[config.mk]
export PLATFORM = sky130hd
export DESIGN_NAME = bitset_scan_encoder
export DESIGN_NICKNAME = d
export VERILOG_FILES = /design/src/rtl/bitset_scan_encoder_pkg.sv /design/src/rtl/bitset_scan_encoder_priority_isolate.sv /design/src/rtl/bitset_scan_encoder.sv
export SDC_FILE = /design/constraint.sdc
export NUM_CORES = 1
export LEC_CHECK = 0
export ABC_AREA = 0
export CELL_PAD_IN_SITES_DETAIL_PLACEMENT = 0
export CELL_PAD_IN_SITES_GLOBAL_PLACEMENT = 1
export CORE_MARGIN = 4
export CORE_UTILIZATION = 38
export CTS_BUF_LIST = sky130_fd_sc_hd__clkbuf_4
export DETAILED_ROUTE_END_ITERATION = 10
export HOLD_SLACK_MARGIN = 0.05
export PLACE_DENSITY = 0.85
export SYNTH_ARGS = -nofsm -noshare
export SYNTH_HDL_FRONTEND = slang
export SYNTH_SLANG_ARGS = --single-unit
export TNS_END_PERCENT = 30
[constraint.sdc]
create_clock -name clk -period 6.7 [get_ports clk]
set_clock_uncertainty 0.15 [all_clocks]
set_input_delay 2.01 -clock clk [delete_from_list [all_inputs] [get_ports clk]]
set_output_delay 2.01 -clock clk [all_outputs]
set_load 0.005 [all_outputs]
[src/rtl/bitset_scan_encoder_pkg.sv]
// Shared types and constant math for the bitset scan encoder.
// Index width rules and the single-bit check live here.
package bitset_scan_encoder_pkg;

  typedef enum logic {
    IDLE = 1'b0,
    SCAN = 1'b1
  } scan_state_t;

  // Ceiling log2 with a floor of 1 so a 1-wide vector still gets a 1-bit index.
  function automatic int clog2_min1(input int n);
    int r;
    r = 0;
    for (int i = 0; i < 31; i++) begin
      if ((32'sd1 <<< i) < n) begin
        r = i + 1;
      end else begin
        r = r;
      end
    end
    return (r < 1) ? 1 : r;
  endfunction

  function automatic bit is_single_bit(input longint v);
    return (v != 64'sd0) && ((v & (v - 64'sd1)) == 64'sd0);
  endfunction

endpackage

[src/rtl/bitset_scan_encoder_priority_isolate.sv]
// Isolates the lowest (or, with HIGH_FIRST, the highest) set bit of a vector
// and returns both that one-hot bit and the vector with it cleared.
module priority_isolate #(
  parameter int N          = 8,
  parameter bit HIGH_FIRST = 1'b0
) (
  input  logic [N-1:0] vec,
  output logic [N-1:0] onehot,
  output logic [N-1:0] cleared
);

  logic [N-1:0] work_s;
  logic [N-1:0] iso_s;

  // Highest-first reuses the lowest-bit trick on a mirrored vector.
  always_comb begin
    work_s = {N{1'b0}};
    onehot = {N{1'b0}};
    for (int i = 0; i < N; i++) begin
      if (HIGH_FIRST) begin
        work_s[i] = vec[N-1-i];
      end else begin
        work_s[i] = vec[i];
      end
    end
    iso_s = work_s & (~work_s + N'(1));
    for (int i = 0; i < N; i++) begin
      if (HIGH_FIRST) begin
        onehot[i] = iso_s[N-1-i];
      end else begin
        onehot[i] = iso_s[i];
      end
    end
  end

  assign cleared = vec & ~onehot;

endmodule

[src/rtl/bitset_scan_encoder.sv]
// Streams out the index of every set bit of a loaded vector, one per cycle,
// over a valid/ready interface; a final pop can overlap the next load.
module bitset_scan_encoder
  import bitset_scan_encoder_pkg::*;
#(
  parameter int  N          = 8,
  parameter bit  HIGH_FIRST = 1'b0,
  localparam int IW         = clog2_min1(N)
) (
  input  logic          clk,
  input  logic          reset,
  input  logic          load_valid,
  output logic          load_ready,
  input  logic [N-1:0]  load_vec,
  output logic          out_valid,
  input  logic          out_ready,
  output logic [IW-1:0] out_idx,
  output logic          out_last,
  output logic          empty_pulse,
  output logic          busy
);

  scan_state_t   state_r, state_n;
  logic [N-1:0]  pending_r, pending_n;
  logic          empty_r, empty_n;
  logic [N-1:0]  onehot_s;
  logic [N-1:0]  cleared_s;
  logic [IW-1:0] enc_s;
  logic          last_s;
  logic          scanning_s;

  priority_isolate #(
    .N          (N),
    .HIGH_FIRST (HIGH_FIRST)
  ) u_isolate (
    .vec     (pending_r),
    .onehot  (onehot_s),
    .cleared (cleared_s)
  );

  // One-hot to binary index; only indices below N can ever be produced.
  always_comb begin
    enc_s = {IW{1'b0}};
    for (int i = 0; i < N; i++) begin
      if (onehot_s[i]) begin
        enc_s = enc_s | IW'(i);
      end else begin
        enc_s = enc_s;
      end
    end
  end

  assign scanning_s  = (state_r == SCAN);
  assign last_s      = scanning_s && (cleared_s == {N{1'b0}});
  assign out_valid   = scanning_s;
  assign out_idx     = scanning_s ? enc_s : {IW{1'b0}};
  assign out_last    = last_s;
  assign busy        = scanning_s;
  assign empty_pulse = empty_r;
  assign load_ready  = !scanning_s || (out_ready && last_s);

  // Next-state: a load during the final pop chains straight into a new scan.
  always_comb begin
    state_n   = state_r;
    pending_n = pending_r;
    empty_n   = 1'b0;
    case (state_r)
      IDLE: begin
        if (load_valid) begin
          if (load_vec != {N{1'b0}}) begin
            pending_n = load_vec;
            state_n   = SCAN;
          end else begin
            empty_n = 1'b1;
          end
        end else begin
          state_n = IDLE;
        end
      end
      SCAN: begin
        if (out_ready) begin
          pending_n = cleared_s;
          if (last_s) begin
            if (load_valid && (load_vec != {N{1'b0}})) begin
              pending_n = load_vec;
              state_n   = SCAN;
            end else begin
              empty_n = load_valid;
              state_n = IDLE;
            end
          end else begin
            state_n = SCAN;
          end
        end else begin
          pending_n = pending_r;
        end
      end
      default: begin
        state_n   = IDLE;
        pending_n = {N{1'b0}};
      end
    endcase
  end

  // State, pending bits and the empty pulse register.
  always_ff @(posedge clk) begin
    if (reset) begin
      state_r   <= IDLE;
      pending_r <= {N{1'b0}};
      empty_r   <= 1'b0;
    end else begin
      state_r   <= state_n;
      pending_r <= pending_n;
      empty_r   <= empty_n;
    end
  end

endmodule

==> Word level (Yosys, flattened, before mapping) <==
Cells that the tools add are included.
{ "op_classes": {"addsub": 1, "eq_ne": 3, "n_mux": 26, "n_bitwise": 5, "reduce_logical": 8} }
{ "op_table": {"columns": ["operator", "count"], "rows": [
  ["$mux W8", 5],
  ["$and A8 B8 Y8", 2],
  ["$not A8 Y8", 2],
  ["$pmux W8 S2", 1],
  ["$mux W3", 5],
  ["$mux W1", 11],
  ["$add A8 B1 Y8 const B", 1],
  ["$logic_not A8 Y1", 1],
  ["$reduce_bool A8 Y1", 1],
  ["$ne A2 B2 Y1 const B", 3],
  ["$mux W2", 2],
  ["$pmux W1 S2", 2],
  ["$logic_and A1 B1 Y1", 3],
  ["$reduce_and A3 Y1", 1],
  ["$logic_not A1 Y1", 1],
  ["$logic_or A1 B1 Y1", 1],
  ["$not A1 Y1", 1]
]} }
{ "totals": {"register_bits": 10, "inputBits": 12, "word_cells": 46} }

==> Depth between registers and ports, before layout <==
{ "depth": {"ltp_word": 11, "ltp_mapped": 8, "depth_no_buf": 5} }

==> Modules after synthesis <==
From an unflattened synthesis, not the netlist that was laid out.
{ "hier_totals": {"cells_unflattened": 92, "hier_area_um2": 793.3} }
{ "modules_own_cells": {"columns": ["mod", "n_inst", "cells_per_inst", "area_each_um2", "seq_area_each_um2"], "rows": [
  ["bitset_scan_encoder", 1, 69, 634.4, 200.2],
  ["priority_isolate", 1, 23, 158.9, 0.0]
]} }

==> Worst setup path before layout <==
No wires, ideal clock.
{ "synth_timing": {"kind": "input to output", "startpoint": "in out_ready", "endpoint": "out load_ready", "arrival_ns": 2.554, "t_required_ns": 4.540, "setup_slack_ns": 1.986, "cell_stages": 4, "n_path_buf": 1, "path_cell_list": "nor2b_1 a31oi_1 buf_2 inv_1"} }
{ "synth_between": {"elab_chain_cells": 2} }
{ "synth_lines": {"columns": ["item", "line_no", "text"], "rows": [
  ["from (decl)", "bitset_scan_encoder.sv:16", "input logic out_ready,"],
  ["$logic_and A1 B1 Y1", "bitset_scan_encoder.sv:60", "assign load_ready = !scanning_s || (out_ready && last_s);"],
  ["$logic_or A1 B1 Y1", "bitset_scan_encoder.sv:60", null],
  ["to (decl)", "bitset_scan_encoder.sv:13", "output logic load_ready,"]
]} }
Every way passes these cells.

==> Worst setup path in the final report <==
Ends and elaborated chain as after synthesis.

==> impl_metrics.py <==
metrics = {
    "logic_synthesis": {
        "synth.distinct_cells": 37,
        "ys_ff_latch": 10,
        "syn_inst": 104,
        "synth_simple_gate_area_share_pct": 30.39,
        "synth_top_flop_cell": "dfxtp_1",
        "synth_xor_area_share_pct": 0,
        "synth_edf_count": 0,
        "yosysSeqAreaShare_pct": 26.14,
        "synth.net_count": 116,
        "synth_top_family_by_area": "simple AND/OR/NAND/NOR gates",
        "syn_area_um2": 765.7,
        "muxShareOfSynthArea_pct": 0,
        "synth_compound_area_share_pct": 30.39,
        "yosysWarnings": 0,
        "async_reset_ff_share_pct": 0,
        "synth-adder-area-share_pct": 1.307,
        "syn_avg_cell_area_um2": 7.363,
    },
    "route": {
        "first_pass_iters": 4,
        "met1_length_um": 964,
        "maxUsedRoutingLayer": "met4",
        "wire_per_inst_um": 13.83,
        "route.detailed.drc": 0,
        "antenna_left": 0,
        "met2WireLength_um": 890,
        "vias": 820,
        "drtIter0Drc": 26,
        "wl_um": 1978,
        "wl_met3_um": 107,
        "avgViaCountPerCell": 5.734,
    },
    "sta": {
        "drv_slew": 0,
        "period_needed_ns": 5.745,
        "fin_crit_sh_pct": 85.75,
        "hold_viol_final": 0,
        "rsz0062_at_grt": "no",
        "max_clock_freq_ghz": 0.1741,
        "max_slew_margin_pct": 52.14,
        "tightest_slew_ns": 0.7132,
        "finalSetupViolations": 0,
        "setup_tns_ns": 0,
    },
    "grt": {
        "grt.total_usage_pct": 17.06,
        "grt_start_max_net_pins": 16,
        "grt_overflow_total": 0,
        "grt_pass1_vias": 730,
        "grt_first_pass_wirelength_um": 3498,
        "antenna_found_initial": 0,
    },
    "worst_hold_path": {
        "hold_class": "reg2reg",
        "hold_start": "pending_r[2]",
        "holdPathStages": 2,
        "whs_endpoint": "pending_r[2]",
    },
    "floorplanning": {
        "die-width_um": 52.89,
        "ios": 20,
        "initial_core_util_pct": 42.06,
        "rows": 15,
        "die-area_um2": 2797,
        "die-height_um": 52.89,
        "core_um2": 1821,
    },
    "setup_path": {
        "worst-endpoint-required_ns": 4.54,
        "crit_type": "in2out",
        "reg2reg_depth": 6,
        "slowest_stage": "clkdlybuf4s50_1",
        "max_stage_delay_ns": 0.59,
        "start_kind": "input port",
        "r2r_start": "pending_r[0]",
        "crit_chain": "clkdlybuf4s50_1, nand2b_1, o41ai_2, a31oi_1, inv_1, clkdlybuf4s50_1",
        "cpMostUsedCell": "clkdlybuf4s50_1",
        "timing.critical_path.to_type": "primary output",
        "arrival_ns": 3.58,
        "critical_path.max_fanout": 7,
        "r2r-end": "pending_r[2]",
        "reg2reg_slack_ns": 4.20,
    },
    "flow_run": {
        "max_cap_viol_count": 0,
    },
    "power": {
        "power_density_nw_per_um2": 178.4,
        "ir_worst_vdd_uv": 96.63,
        "power_uw": 172.1,
        "p_leak_nw": 0.3479,
    },
    "cts": {
        "cts_tree": "built",
        "clock-sinks": 10,
        "insertion_delay_ns": 0.27,
        "root_buffer": "clkbuf_4",
        "hold_buffers": 0,
        "cts.reportedPaths.clkPinSlew_ns": 0.06,
        "postCtsSetupBuffers": 0,
        "htreeDepth": 1,
        "cts_resized": 0,
        "cts_buffers": 3,
        "clock_path_buffers": 2,
    },
    "layout": {
        "nNetsFinal": 131,
        "area_delta_synth_final_pct": 25.98,
        "antenna_cells": 0,
        "drive_above_1_share_pct": 5.932,
    },
    "run_status": {
        "outcome": "complete, no violations",
    },
    "placed_design": {
        "io_buffers": 19,
        "gp_congestion": 0.8537,
        "hpwlAfterDp_um": 1561,
    },
}
-- critical path, delay by kind of cell --
kind	cells	cell delay (ns)
simple gates	1	0.10
buf+inv	3	1.18
compound gates	2	0.28
-- synthesized netlist by cell type (all sizes together) (2+ instances only) --
cell type	number	area, um2
nor3	5	25.02
inv	9	33.78
a21oi	6	30.03
dfxtp	10	200.2
o21ai	10	50.05
nand2b	4	25.02
nor4	2	12.51
nor2	10	37.54
o41ai	6	60.06
nand2	2	7.510
buf	6	41.28
nand3b	2	15.01
or3	4	26.28
clkbuf	4	15.01
or4	3	22.52
a31oi	2	12.51
o22ai	2	12.51
a211oi	2	15.01
nor2b	2	12.51
-- placed cells by master, fill, tap and decap left out, types with 3 or more instances in the layout --
cell type,count
dfxtp_1,10
o41ai_1,5
nor3_1,5
nor2_1,10
or3_1,3
inv_1,9
o21ai_0,8
a21oi_1,6
clkbuf_4,3
nand2b_1,4
or4_1,3
clkdlybuf4s50_1,19
-- area by class of cell --
cell class	count	area, um2
clock buffers	3	22.52
inverters	9	33.78
well taps	25	31.28
flip-flops and latches	10	200.2
repair buffers	20	197.7
fillers	187	855.8
multi-input cells	75	475.5
clock inverters	1	3.754
-- worst max-delay path by stage --
stage,from,to
after global placement,out_ready,load_ready
after global routing,out_ready,load_ready
after detailed placement,out_ready,load_ready
after CTS,out_ready,load_ready
final,out_ready,load_ready
after floorplan,out_ready,load_ready
-- where the power goes --
group,switching [mW],total (mW),internal [mW]
Clock,0.0216,0.0431,0.0215
Combinational,0.0260,0.0555,0.0295
Sequential,0.00978,0.0736,0.0638
-- per-layer routing --
| layer | track usage (%) | vias to the layer above |
|---|---|---|
| met5 | 0 | - |
| met4 | 6.383 | 0 |
| met3 | 3.944 | 2 |
| met2 | 25.21 | 18 |
| met1 | 23.73 | 383 |
| li1 | - | 417 |
-- kinds of logic after synthesis --
family | Yosys count
AOI/OAI and AO/OA | 34
and+or+nand+nor | 40
buffers and inverters | 19
adders and majority gates | 1
DFF | 10
-- registers in the layout, indices dropped and copies added (netlist names) --
| register | count |
|---|---|
| busy | 1 |
| pending_r | 8 |
| empty_pulse | 1 |
-- per-stage QoR --
| step | setup slack, ns | util (%) | area (um2) | cells | hold slack (ns) |
|---|---|---|---|---|---|
| after floorplan | 1.986 | - | 765.7 | 104 | 0.3765 |
| after global placement | 0.9782 | 51.55 | 938.4 | 139 | 0.4189 |
| after detailed placement | 0.9624 | 51.55 | 938.4 | 139 | 0.4210 |
| after CTS | 0.9498 | 52.99 | 964.7 | 143 | 0.4299 |
| after global routing | 0.8588 | 52.99 | 964.7 | 143 | 0.4647 |
| final | 0.9550 | 52.99 | 964.7 | 143 | 0.4359 |
Power figures use the tool's default switching activity.
